File: src/rtl/ysyx_24080006_pkg.sv
// Shared types and constants for the ysyx_24080006 core: cache geometry,
// AXI read-channel bundles and instruction-cache FSM states.
package ysyx_24080006_pkg;

  localparam int IC_M    = 5;
  localparam int IC_N    = 1;
  localparam int IC_WAYS = 2;

  localparam logic [1:0] AXI_BURST_INCR = 2'b01;
  localparam logic [2:0] AXI_SIZE_4B    = 3'b010;

  typedef enum logic [2:0] {
    IC_IDLE,
    IC_LOOKUP,
    IC_AR,
    IC_R,
    IC_RESP
  } ic_state_e;

  typedef struct packed {
    logic        arvalid;
    logic [31:0] araddr;
    logic [7:0]  arlen;
    logic [2:0]  arsize;
    logic [1:0]  arburst;
    logic        rready;
  } axi_r_m2s_t;

  typedef struct packed {
    logic        arready;
    logic        rvalid;
    logic [31:0] rdata;
    logic        rlast;
  } axi_r_s2m_t;

  // Line record of the direct-mapped configuration.
  typedef struct packed {
    logic                     valid;
    logic [31-IC_M-IC_N:0]    tag;
    logic [(2**IC_M)*8-1:0]   data;
  } icache_t;

endpackage

File: src/rtl/ysyx_24080006_icache_way.sv
// One way of the set-associative instruction cache: valid/tag/data held in
// flops, a combinational lookup port and a word-granular refill port.
module ysyx_24080006_icache_way #(
  parameter int  OFFSET_W = 5,
  parameter int  INDEX_W  = 1,
  localparam int LW       = 1 << (OFFSET_W - 2),
  localparam int BEAT_W   = (OFFSET_W > 2) ? OFFSET_W - 2 : 1,
  localparam int SETS     = 1 << INDEX_W,
  localparam int IDX_W    = (INDEX_W > 0) ? INDEX_W : 1,
  localparam int TAG_W    = 32 - OFFSET_W - INDEX_W
) (
  input  logic              clock,
  input  logic              reset_n,
  input  logic [IDX_W-1:0]  index,
  input  logic [TAG_W-1:0]  tag,
  input  logic [BEAT_W-1:0] rd_word,
  output logic              hit,
  output logic              valid,
  output logic [31:0]       rdata,
  input  logic              wr_en,
  input  logic [BEAT_W-1:0] wr_word,
  input  logic [31:0]       wr_data,
  input  logic              tag_set,
  input  logic              invalidate
);

  logic [SETS-1:0]  valid_reg;
  logic [TAG_W-1:0] tag_mem  [SETS];
  logic [31:0]      data_mem [SETS][LW];

  assign valid = valid_reg[index];
  assign hit   = valid_reg[index] && (tag_mem[index] == tag);
  assign rdata = data_mem[index][rd_word];

  always_ff @(posedge clock or negedge reset_n) begin
    if (!reset_n) begin
      valid_reg <= '0;
    end else if (invalidate) begin
      valid_reg <= '0;
    end else if (tag_set) begin
      valid_reg[index] <= 1'b1;
    end
  end

  // Tag and data contents are qualified by valid, so they need no reset.
  always_ff @(posedge clock) begin
    if (tag_set) tag_mem[index] <= tag;
    if (wr_en)   data_mem[index][wr_word] <= wr_data;
  end

endmodule

File: src/rtl/ysyx_24080006_icache_sa.sv
// Set-associative instruction cache between the IFU and an AXI read master:
// whole-line INCR refills, per-set round-robin replacement, fence.i flush.
module ysyx_24080006_icache_sa
  import ysyx_24080006_pkg::*;
#(
  parameter int  WAYS     = IC_WAYS,
  parameter int  OFFSET_W = IC_M,
  parameter int  INDEX_W  = IC_N,
  localparam int LW       = 1 << (OFFSET_W - 2),
  localparam int BEAT_W   = (OFFSET_W > 2) ? OFFSET_W - 2 : 1,
  localparam int SETS     = 1 << INDEX_W,
  localparam int IDX_W    = (INDEX_W > 0) ? INDEX_W : 1,
  localparam int TAG_W    = 32 - OFFSET_W - INDEX_W,
  localparam int PTR_W    = (WAYS > 1) ? $clog2(WAYS) : 1
) (
  input  logic        clock,
  input  logic        reset_n,
  input  logic        ifu_req_valid,
  output logic        ifu_req_ready,
  input  logic [31:0] ifu_addr,
  output logic        ifu_rsp_valid,
  input  logic        ifu_rsp_ready,
  output logic [31:0] ifu_rdata,
  input  logic        fence_i,
  output axi_r_m2s_t  axi_r_o,
  input  axi_r_s2m_t  axi_r_i,
  output logic [31:0] hit_cnt,
  output logic [31:0] miss_cnt
);

  localparam logic [31:0] LINE_MASK = 32'((64'd1 << OFFSET_W) - 64'd1);

  ic_state_e         state;
  logic              alive_reg;
  logic              fence_pend;
  logic              hit_cnted;
  logic [31:0]       addr_reg;
  logic [PTR_W-1:0]  victim_reg;
  logic [BEAT_W-1:0] beat_reg;
  logic [PTR_W-1:0]  ptr_reg [SETS];

  logic [IDX_W-1:0]  index;
  logic [TAG_W-1:0]  tag;
  logic [BEAT_W-1:0] word;
  logic [WAYS-1:0]   way_hit;
  logic [WAYS-1:0]   way_valid;
  logic [31:0]       way_rdata [WAYS];
  logic              hit;
  logic [31:0]       hit_data;
  logic [PTR_W-1:0]  victim;
  logic              fence_exec;
  logic              lookup_hit;
  logic              accept;
  logic              refill_beat;
  logic              refill_last;

  assign index = (INDEX_W == 0) ? '0 : IDX_W'(addr_reg >> OFFSET_W);
  assign tag   = TAG_W'(addr_reg >> (OFFSET_W + INDEX_W));
  assign word  = (LW == 1) ? '0 : BEAT_W'(addr_reg >> 2);

  for (genvar gi = 0; gi < WAYS; gi++) begin : g_way
    ysyx_24080006_icache_way #(
      .OFFSET_W (OFFSET_W),
      .INDEX_W  (INDEX_W)
    ) u_way (
      .clock      (clock),
      .reset_n    (reset_n),
      .index      (index),
      .tag        (tag),
      .rd_word    (word),
      .hit        (way_hit[gi]),
      .valid      (way_valid[gi]),
      .rdata      (way_rdata[gi]),
      .wr_en      (refill_beat && (victim_reg == PTR_W'(gi))),
      .wr_word    (beat_reg),
      .wr_data    (axi_r_i.rdata),
      .tag_set    (refill_last && (victim_reg == PTR_W'(gi))),
      .invalidate (fence_exec)
    );
  end

  // Scan downwards so the lowest-numbered way wins both selections.
  always_comb begin
    hit      = 1'b0;
    hit_data = '0;
    victim   = ptr_reg[index];
    for (int i = WAYS - 1; i >= 0; i--) begin
      if (way_hit[i]) begin
        hit      = 1'b1;
        hit_data = way_rdata[i];
      end
      if (!way_valid[i]) victim = PTR_W'(i);
    end
  end

  assign fence_exec    = (state == IC_IDLE) && fence_pend;
  assign lookup_hit    = (state == IC_LOOKUP) && hit;
  assign ifu_rsp_valid = lookup_hit || (state == IC_RESP);
  assign ifu_rdata     = ifu_rsp_valid ? hit_data : '0;
  // A pending fence also blocks hit chaining so a hit stream cannot starve it.
  assign ifu_req_ready = alive_reg && !fence_pend &&
                         ((state == IC_IDLE) || (lookup_hit && ifu_rsp_ready));
  assign accept        = ifu_req_valid && ifu_req_ready;
  assign refill_beat   = (state == IC_R) && axi_r_i.rvalid;
  assign refill_last   = refill_beat && axi_r_i.rlast;

  always_comb begin
    axi_r_o = '0;
    if (state == IC_AR) begin
      axi_r_o.arvalid = 1'b1;
      axi_r_o.araddr  = addr_reg & ~LINE_MASK;
      axi_r_o.arlen   = 8'(LW - 1);
      axi_r_o.arsize  = AXI_SIZE_4B;
      axi_r_o.arburst = AXI_BURST_INCR;
    end
    axi_r_o.rready = (state == IC_R);
  end

  always_ff @(posedge clock or negedge reset_n) begin
    if (!reset_n) begin
      state      <= IC_IDLE;
      alive_reg  <= 1'b0;
      fence_pend <= 1'b0;
      hit_cnted  <= 1'b0;
      addr_reg   <= '0;
      victim_reg <= '0;
      beat_reg   <= '0;
      hit_cnt    <= '0;
      miss_cnt   <= '0;
      for (int s = 0; s < SETS; s++) ptr_reg[s] <= '0;
    end else begin
      alive_reg  <= 1'b1;
      fence_pend <= fence_exec ? fence_i : (fence_pend || fence_i);
      if (fence_exec) begin
        for (int s = 0; s < SETS; s++) ptr_reg[s] <= '0;
      end
      if (accept) addr_reg <= ifu_addr;

      case (state)
        IC_IDLE: begin
          if (accept) begin
            state     <= IC_LOOKUP;
            hit_cnted <= 1'b0;
          end
        end
        IC_LOOKUP: begin
          if (hit) begin
            if (!hit_cnted) hit_cnt <= hit_cnt + 32'd1;
            hit_cnted <= !ifu_rsp_ready;
            if (ifu_rsp_ready && !accept) state <= IC_IDLE;
          end else begin
            miss_cnt   <= miss_cnt + 32'd1;
            victim_reg <= victim;
            state      <= IC_AR;
          end
        end
        IC_AR: begin
          if (axi_r_i.arready) begin
            beat_reg <= '0;
            state    <= IC_R;
          end
        end
        IC_R: begin
          if (refill_beat) begin
            beat_reg <= beat_reg + 1'b1;
            if (axi_r_i.rlast) begin
              ptr_reg[index] <= (WAYS > 1) ? ptr_reg[index] + 1'b1 : '0;
              state          <= IC_RESP;
            end
          end
        end
        IC_RESP: begin
          if (ifu_rsp_ready) state <= IC_IDLE;
        end
        default: state <= IC_IDLE;
      endcase
    end
  end

endmodule

File: config.mk
export PLATFORM = sky130hd
export DESIGN_NAME = ysyx_24080006_icache_sa
export DESIGN_NICKNAME = d
export VERILOG_FILES = /design/src/rtl/ysyx_24080006_pkg.sv /design/src/rtl/ysyx_24080006_icache_way.sv /design/src/rtl/ysyx_24080006_icache_sa.sv
export SDC_FILE = /design/constraint.sdc
export NUM_CORES = 1
export LEC_CHECK = 0
export CAP_MARGIN = 25
export CORE_MARGIN = 8
export CORE_UTILIZATION = 35
export CTS_CLUSTER_SIZE = 12
export DETAILED_ROUTE_END_ITERATION = 6
export HOLD_SLACK_MARGIN = 0.06
export PLACE_DENSITY = 0.63
export SLEW_MARGIN = 20
export SYNTH_ARGS = -nofsm -noshare
export SYNTH_HDL_FRONTEND = slang
export SYNTH_SLANG_ARGS = --single-unit
File: constraint.sdc
create_clock -name clock -period 5.25 [get_ports clock]
set_input_delay 0.525 -clock clock [delete_from_list [all_inputs] [get_ports clock]]
set_output_delay 0.525 -clock clock [all_outputs]
set_load 0.005 [all_outputs]
# Yosys cells after proc, flatten, opt, wreduce, memory -nomap -nowiden

Memory sizes are Yosys's and may differ from the RTL's.
Index checks and enable logic that the tools add are counted.

Register bits: 112
Bits in latches: 0
RAM bits: 1,128
Bits in read-only memories: 0
Input bits: 72
Output and inout port bits: 145
Logic and storage cells: 142
Memories kept: 4

Memories:

| memory                  | depth | bits a word | rd ports | clocked after Yosys merged registers in | wr ports | line                           | text |
|---|---|---|---|---|---|---|---|
| g_way[0].u_way.data_mem | 2     | 256         | 1        | 0                                       | 1        | ysyx_24080006_icache_way.sv:29 | `logic [31:0] data_mem [SETS][LW];` |
| g_way[1].u_way.data_mem | 2     | 256         | 1        | 0                                       | 1        | ysyx_24080006_icache_way.sv:29 |  |
| g_way[0].u_way.tag_mem  | 2     | 26          | 1        | 0                                       | 1        | ysyx_24080006_icache_way.sv:28 | `logic [TAG_W-1:0] tag_mem [SETS];` |
| g_way[1].u_way.tag_mem  | 2     | 26          | 1        | 0                                       | 1        | ysyx_24080006_icache_way.sv:28 |  |

Add/sub/neg operators: 4
$mul: 0
Divide/modulo/power cells: 0
Magnitude comparators: 7
Equal/unequal tests: 13
Shift operators: 0
Mux-type cells: 59
Bitwise gates (word level): 8
Reductions and logical operators: 34

Operator list:

| cell                  | number |
|---|---|
| $mux 256              | 2 |
| $mux 32               | 8 |
| $bmux 32 s3           | 2 |
| $demux 32 s3          | 1 |
| $add 32x1->32 const B | 2 |
| $eq 26x26->1          | 2 |
| $mux 46               | 1 |
| $mux 3                | 9 |
| $mux 1                | 22 |
| $logic_and 1x1->1     | 18 |
| $mux 2                | 8 |
| $pmux 3 s5            | 1 |
| $reduce_and 3->1      | 3 |
| $ge 4x4->1 const B    | 2 |
| $ne 2x2->1 const B    | 4 |
| $not 3->4             | 2 |
| $reduce_bool 2->1     | 4 |
| $eq 3x2->1 const B    | 2 |
| $pmux 3 s2            | 1 |
| $reduce_and 6->1      | 1 |
| $lt 4x1->1 const B    | 1 |
| $ne 2x1->1 const B    | 2 |
| $or 2x2->2            | 2 |
| $add 3x1->3 const B   | 1 |
| other kinds (17)      | 24 |

# Depth between registers and ports, before layout

Gate-level depths: netlist (run 1).

Depth after elaboration: 15
Mapped depth: 13
Mapped depth without buffers: 7

# By module

Synthesis (run 1) repeated with hierarchy kept, for this count alone.

Cell total of the unflattened synthesis: 2,236
Area total of the unflattened synthesis: 48,407.7 um2

By module, submodules not included:

| module                                    | times used | cells an instance | area each (um2) | seq. area each (um2) |
|---|---|---|---|---|
| ysyx_24080006_icache_way (g_way[0].u_way) | 1          | 864               | 21,521.9        | 16,986.3 |
| ysyx_24080006_icache_way (g_way[1].u_way) | 1          | 862               | 21,515.6        | 16,986.3 |
| ysyx_24080006_icache_sa                   | 1          | 510               | 5,370.2         | 2,652.5 |

# Least setup slack after synthesis (run 1)

OpenSTA, ideal clock, no wires.

Path kind: register to register
Start point: register addr_reg[5]
End point: memory g_way[0].u_way.tag_mem[1][0] (netlist bit), enable pin
Setup time: 0.444 ns
Arrival: 3.944 ns
Required time: 4.806 ns
Slack: 0.862 ns
Stages on the path, launching flop included: 10
Buffers on the path: 7
Period minus slack after synthesis: 4.388 ns
Cell sequence: dfrtp_1 buf_4 buf_6 buf_2 buf_2 buf_2 buf_2 clkbuf_1 nand2_1 nor3_1

RTL lines:

| what                   | line                           | text |
|---|---|---|
| from (decl)            | ysyx_24080006_icache_sa.sv:37  | `logic [31:0] addr_reg;` |
| from (signal assigned) | ysyx_24080006_icache_sa.sv:137 | `if (accept) addr_reg <= ifu_addr;` |
| to (decl)              | ysyx_24080006_icache_way.sv:28 |  |

Straight into the memory's write port.

# Worst setup path in the final report (run 1)

Start point: register addr_reg[5]
End point: output ifu_rdata[30]

Word-level cells in the longest chain between the ends: 8
Elaborated cells on any way between the ends: 25
Classes of those cells: eq/ne: 2; mux: 15; reduce/logical: 4; memory: 4

Ends and longest elaborated chain:

| what                                          | line                           | text |
|---|---|---|
| $mem_v2 2x26 / $mux 1 (equally long branches) | n/a                            |  |
| $eq 26x26->1 / $mux 1 (equally long branches) | ysyx_24080006_icache_way.sv:32 | `assign hit = valid_reg[index] && (tag_mem[index] == tag);` |
| $logic_and 1x1->1                             | ysyx_24080006_icache_way.sv:32 |  |
| $mux 1 (2 in a row)                           | ysyx_24080006_icache_sa.sv:88  | `if (way_hit[i]) begin` |
| $logic_and 1x1->1                             | ysyx_24080006_icache_sa.sv:97  | `assign lookup_hit = (state == IC_LOOKUP) && hit;` |
| $logic_or 1x1->1                              | ysyx_24080006_icache_sa.sv:98  | `assign ifu_rsp_valid = lookup_hit \|\| (state == IC_RESP);` |
| $mux 32 (*)                                   | ysyx_24080006_icache_sa.sv:99  | `assign ifu_rdata = ifu_rsp_valid ? hit_data : '0;` |
| to (decl)                                     | ysyx_24080006_icache_sa.sv:23  | `output logic [31:0] ifu_rdata,` |

Every way passes the cells marked *; elsewhere a longest branch is shown, timed or not. The select of a mux whose other input is x is not followed.

==> impl_metrics.tcl, run 1 <==
set metrics [dict create \
    status "completed" \
    syn2layout_area_growth_pct 18.5 \
    path_buf_inv 3 \
    async_flop_share_pct 8.89 \
    gr-total-overflow 0 \
    slowest_delay_ns 0.63 \
    synthAdderAreaFrac_pct 0.0771 \
    drive_gt1_share_pct 24.9 \
    crit_slowest_cell "clkdlybuf4s50_1" \
    cts-root-buf "clkbuf_16" \
    fin_crit_sh_pct 97.2 \
    post_drt_wl_per_cell_um 26.5 \
    p_leak_nw 18.3 \
    die_w_um 389 \
    rows 137 \
    synth_seq_cells 1238 \
    hpwl_mm 69.9 \
    core_sq_um 139000 \
    syn_area_per_cell_sq_um 21.0 \
    die_h_um 389 \
    worstSkewPairLatency_ns 0.75 \
    crit_family "buffers and inverters" \
    antenna_found_initial 9 \
    cts_buffers 130 \
    cp-start-kind "register" \
    p_per_area_nw_per_um2 463 \
    worst_ep_required_time_ns 4.72 \
    cap_violations 0 \
    period_needed_ns 5.10 \
    drt-vias-per-instance 5.35 \
    first_pass_iters 7 \
    path_cells "buf_12, mux2i_1, xnor2_1, or4b_1, or4_1, o22ai_4, a21boi_4, buf_4, a21oi_1, clkdlybuf4s50_1" \
    synthFlopType "edfxtp_1" \
    hold_ws_ns 0.293 \
    start_util_pct 35.1 \
    largest_reg_flops 1024 \
    finClkSkew_ns 0.0346 \
    synth_top_family_by_area "multiplexers" \
    synth_compound_area_share_pct 0.853 \
    ys_warn_count 0 \
    synthSimpleGateAreaFrac_pct 3.69 \
    muxShareOfSynthArea_pct 16.6 \
    io_buffers 201 \
    grt_usage_pct 15.5 \
    ioPinCount 217 \
    gp_congestion 0.823 \
    cts_resized 0 \
    finalSetupViolations 0 \
    vias 24100 \
    cp.arrival_ns 4.58 \
    drtIter0Drc 2560 \
    cts_sinks 1238 \
    clock_path_buffers 3 \
    worstPathMaxFanout 26 \
    routed_wl_mm 120 \
    synth_area_sq_um 48700 \
    maxSlewViolCount 0 \
    worst_pin_slew_ns 1.06 \
    clkTransAtPathRegs_ns 0.06 \
    grt_pass1_vias 24900 \
    crit_type "reg -> out" \
    regMostFlops "g_way.u_way.data_mem" \
    reg_top3 "g_way.u_way.data_mem x1024, g_way.u_way.tag_mem x104" \
    ys_types 54 \
    max_freq_mhz 196 \
    drc 0 \
    dieArea_sq_um 151000 \
    end_kind "output port" \
    rsz0062_at_grt "no" \
    ant_nets 0 \
    synth_xor_area_share_pct 2.05 \
    synth_edf_count 1128 \
    layout.nets 2707 \
    cts_tree "yes" \
    seq_area_frac_synth_pct 75.2 \
    grt_pass1_wl_mm 174 \
    maxSlewHeadroom_pct 29.3 \
    ir_drop_mv 0.333 \
    hold_violations 0 \
    h-tree-depth 4 \
    hp-class "in -> reg" \
    grt_max_degree 89 \
    synthCells 2317 \
    final.setup.tns_ns 0 \
]
-- cells in the mapped netlist, types with 25 or more instances --
master    number  area, sq um
mux4_2       320         7210
nand3_1       69          345
xor2_1        31          272
clkbuf_1      65          244
edfxtp_1    1128        33900
mux2_2        30          338
nand4_1       25          156
a21oi_1       34          170
and2_1        30          188
dfrtp_1      110         2750
xnor2_1       83          727
nor2_1        58          218
nand2_1       61          229
buf_2         39          195
mux2i_1       52          521
-- placed cells by master, fill, tap and decap left out, drive strengths merged, types with 4 or more instances in the layout --
cell type      synthesis  routed
clkdlybuf4s50          0     192
nor3                  19      19
and4                   5       5
nor2                  58      58
conb                   2      14
xor2                  31      31
mux2i                 52      52
a21oi                 34      34
o21a                   4       4
nand2b                 5       5
o21ai                  8       8
edfxtp              1128    1128
clkbuf                65     165
clkinv                 0      26
inv                    8      16
nand3                 69      69
nor2b                  4       4
and2                  30      30
nand2                 61      61
nor4                  24      24
xnor2                 83      83
buf                   71     113
dfrtp                110     110
nand4                 25      25
mux2                  33      33
and3                  24      24
mux4                 320     320
-- cell type report --
cell class                      instances  area, sq um
Multi-Input combinational cell        947        11700
Tap cell                             1807         2260
Antenna cell                            3         7.51
Sequential cell                      1238        36600
Clock inverter                         36          369
Inverter                                8         30.0
Fill cell                           11900        81200
Timing Repair Buffer                  307         3220
Clock buffer                          164         3430
-- metrics by stage --
step	setup slack [ns]	util, %	power (mW)	instances	instance area [sq um]
final	0.147	41.5	26.7	4510	57700
after global routing	0.0178	41.5	27.8	4508	57700
after CTS	0.124	41.3	27.1	4484	57400
after detailed placement	0.641	38.5	18.6	4274	53400
after global placement	0.677	38.5	18.5	4273	53400
after floorplan	0.862	-	16.4	2329	48700
-- where the power goes --
group | total, mW | switching [mW] | internal [mW]
clock network | 8.35 | 3.67 | 4.69
logic | 6.58 | 3.10 | 3.47
registers | 11.8 | 0.630 | 11.2
total | 26.7 | 7.40 | 19.3
-- worst paths after layout --
| check | startpoint | end | slack [ns] | depth (start not counted) |
|---|---|---|---|---|
| max | addr_reg[5]$_DFFE_PN0P_ | ifu_rdata[30] | 0.15 | 10 |
| min | axi_r_i[8] | g_way[1].u_way.data_mem[1][7]$_DFFE_PP_ | 0.29 | 1 |
| max reg2reg | addr_reg[5]$_DFFE_PN0P_ | addr_reg[9]$_DFFE_PN0P_ | 1.62 | 9 |
| min reg2reg | hit_cnt[31]$_DFFE_PN0P_ | hit_cnt[31]$_DFFE_PN0P_ | 0.49 | 1 |
| max in group asynchronous | reset_n | hit_cnt[30]$_DFFE_PN0P_ | 3.60 | 3 |
| min in group asynchronous | reset_n | addr_reg[17]$_DFFE_PN0P_ | 0.42 | 2 |
-- cell families (layout without fill, tap and decap cells) --
logic type      count (synthesis)  count (layout)
compound gates                 67              67
xor+xnor                      114             114
fa+ha+maj                       3               3
buf+inv                       144             515
flops                        1238            1238
mux                           405             405
other cells                     2              17
simple gates                  344             344
-- layer usage --
metal	track usage [%]	vias up	wire length (um)
met5	0	-	27
met3	3.35	179	9270
met2	25.6	986	58500
li1	-	10100	-
met1	20.8	12900	49200
met4	4.52	4	2620
-- what timing repair did --
item	in CTS	in global routing
setup endpoints to repair	29	1
setup buffers	9	3
endpoints found under the hold margin	60	0
pin swaps	1	1
hold buffers	1	0
No activity file was read; power rests on OpenSTA's default activity.
==> run 2: changes to the inputs <==
--- a/config.mk
+++ b/config.mk
@@ -16,3 +16,4 @@
 export SYNTH_ARGS = -nofsm -noshare
 export SYNTH_HDL_FRONTEND = slang
 export SYNTH_SLANG_ARGS = --single-unit
+export TNS_END_PERCENT = 30
==> results of run 2 <==
No change in the layout: final DEF, timing and power equal those of run 1.
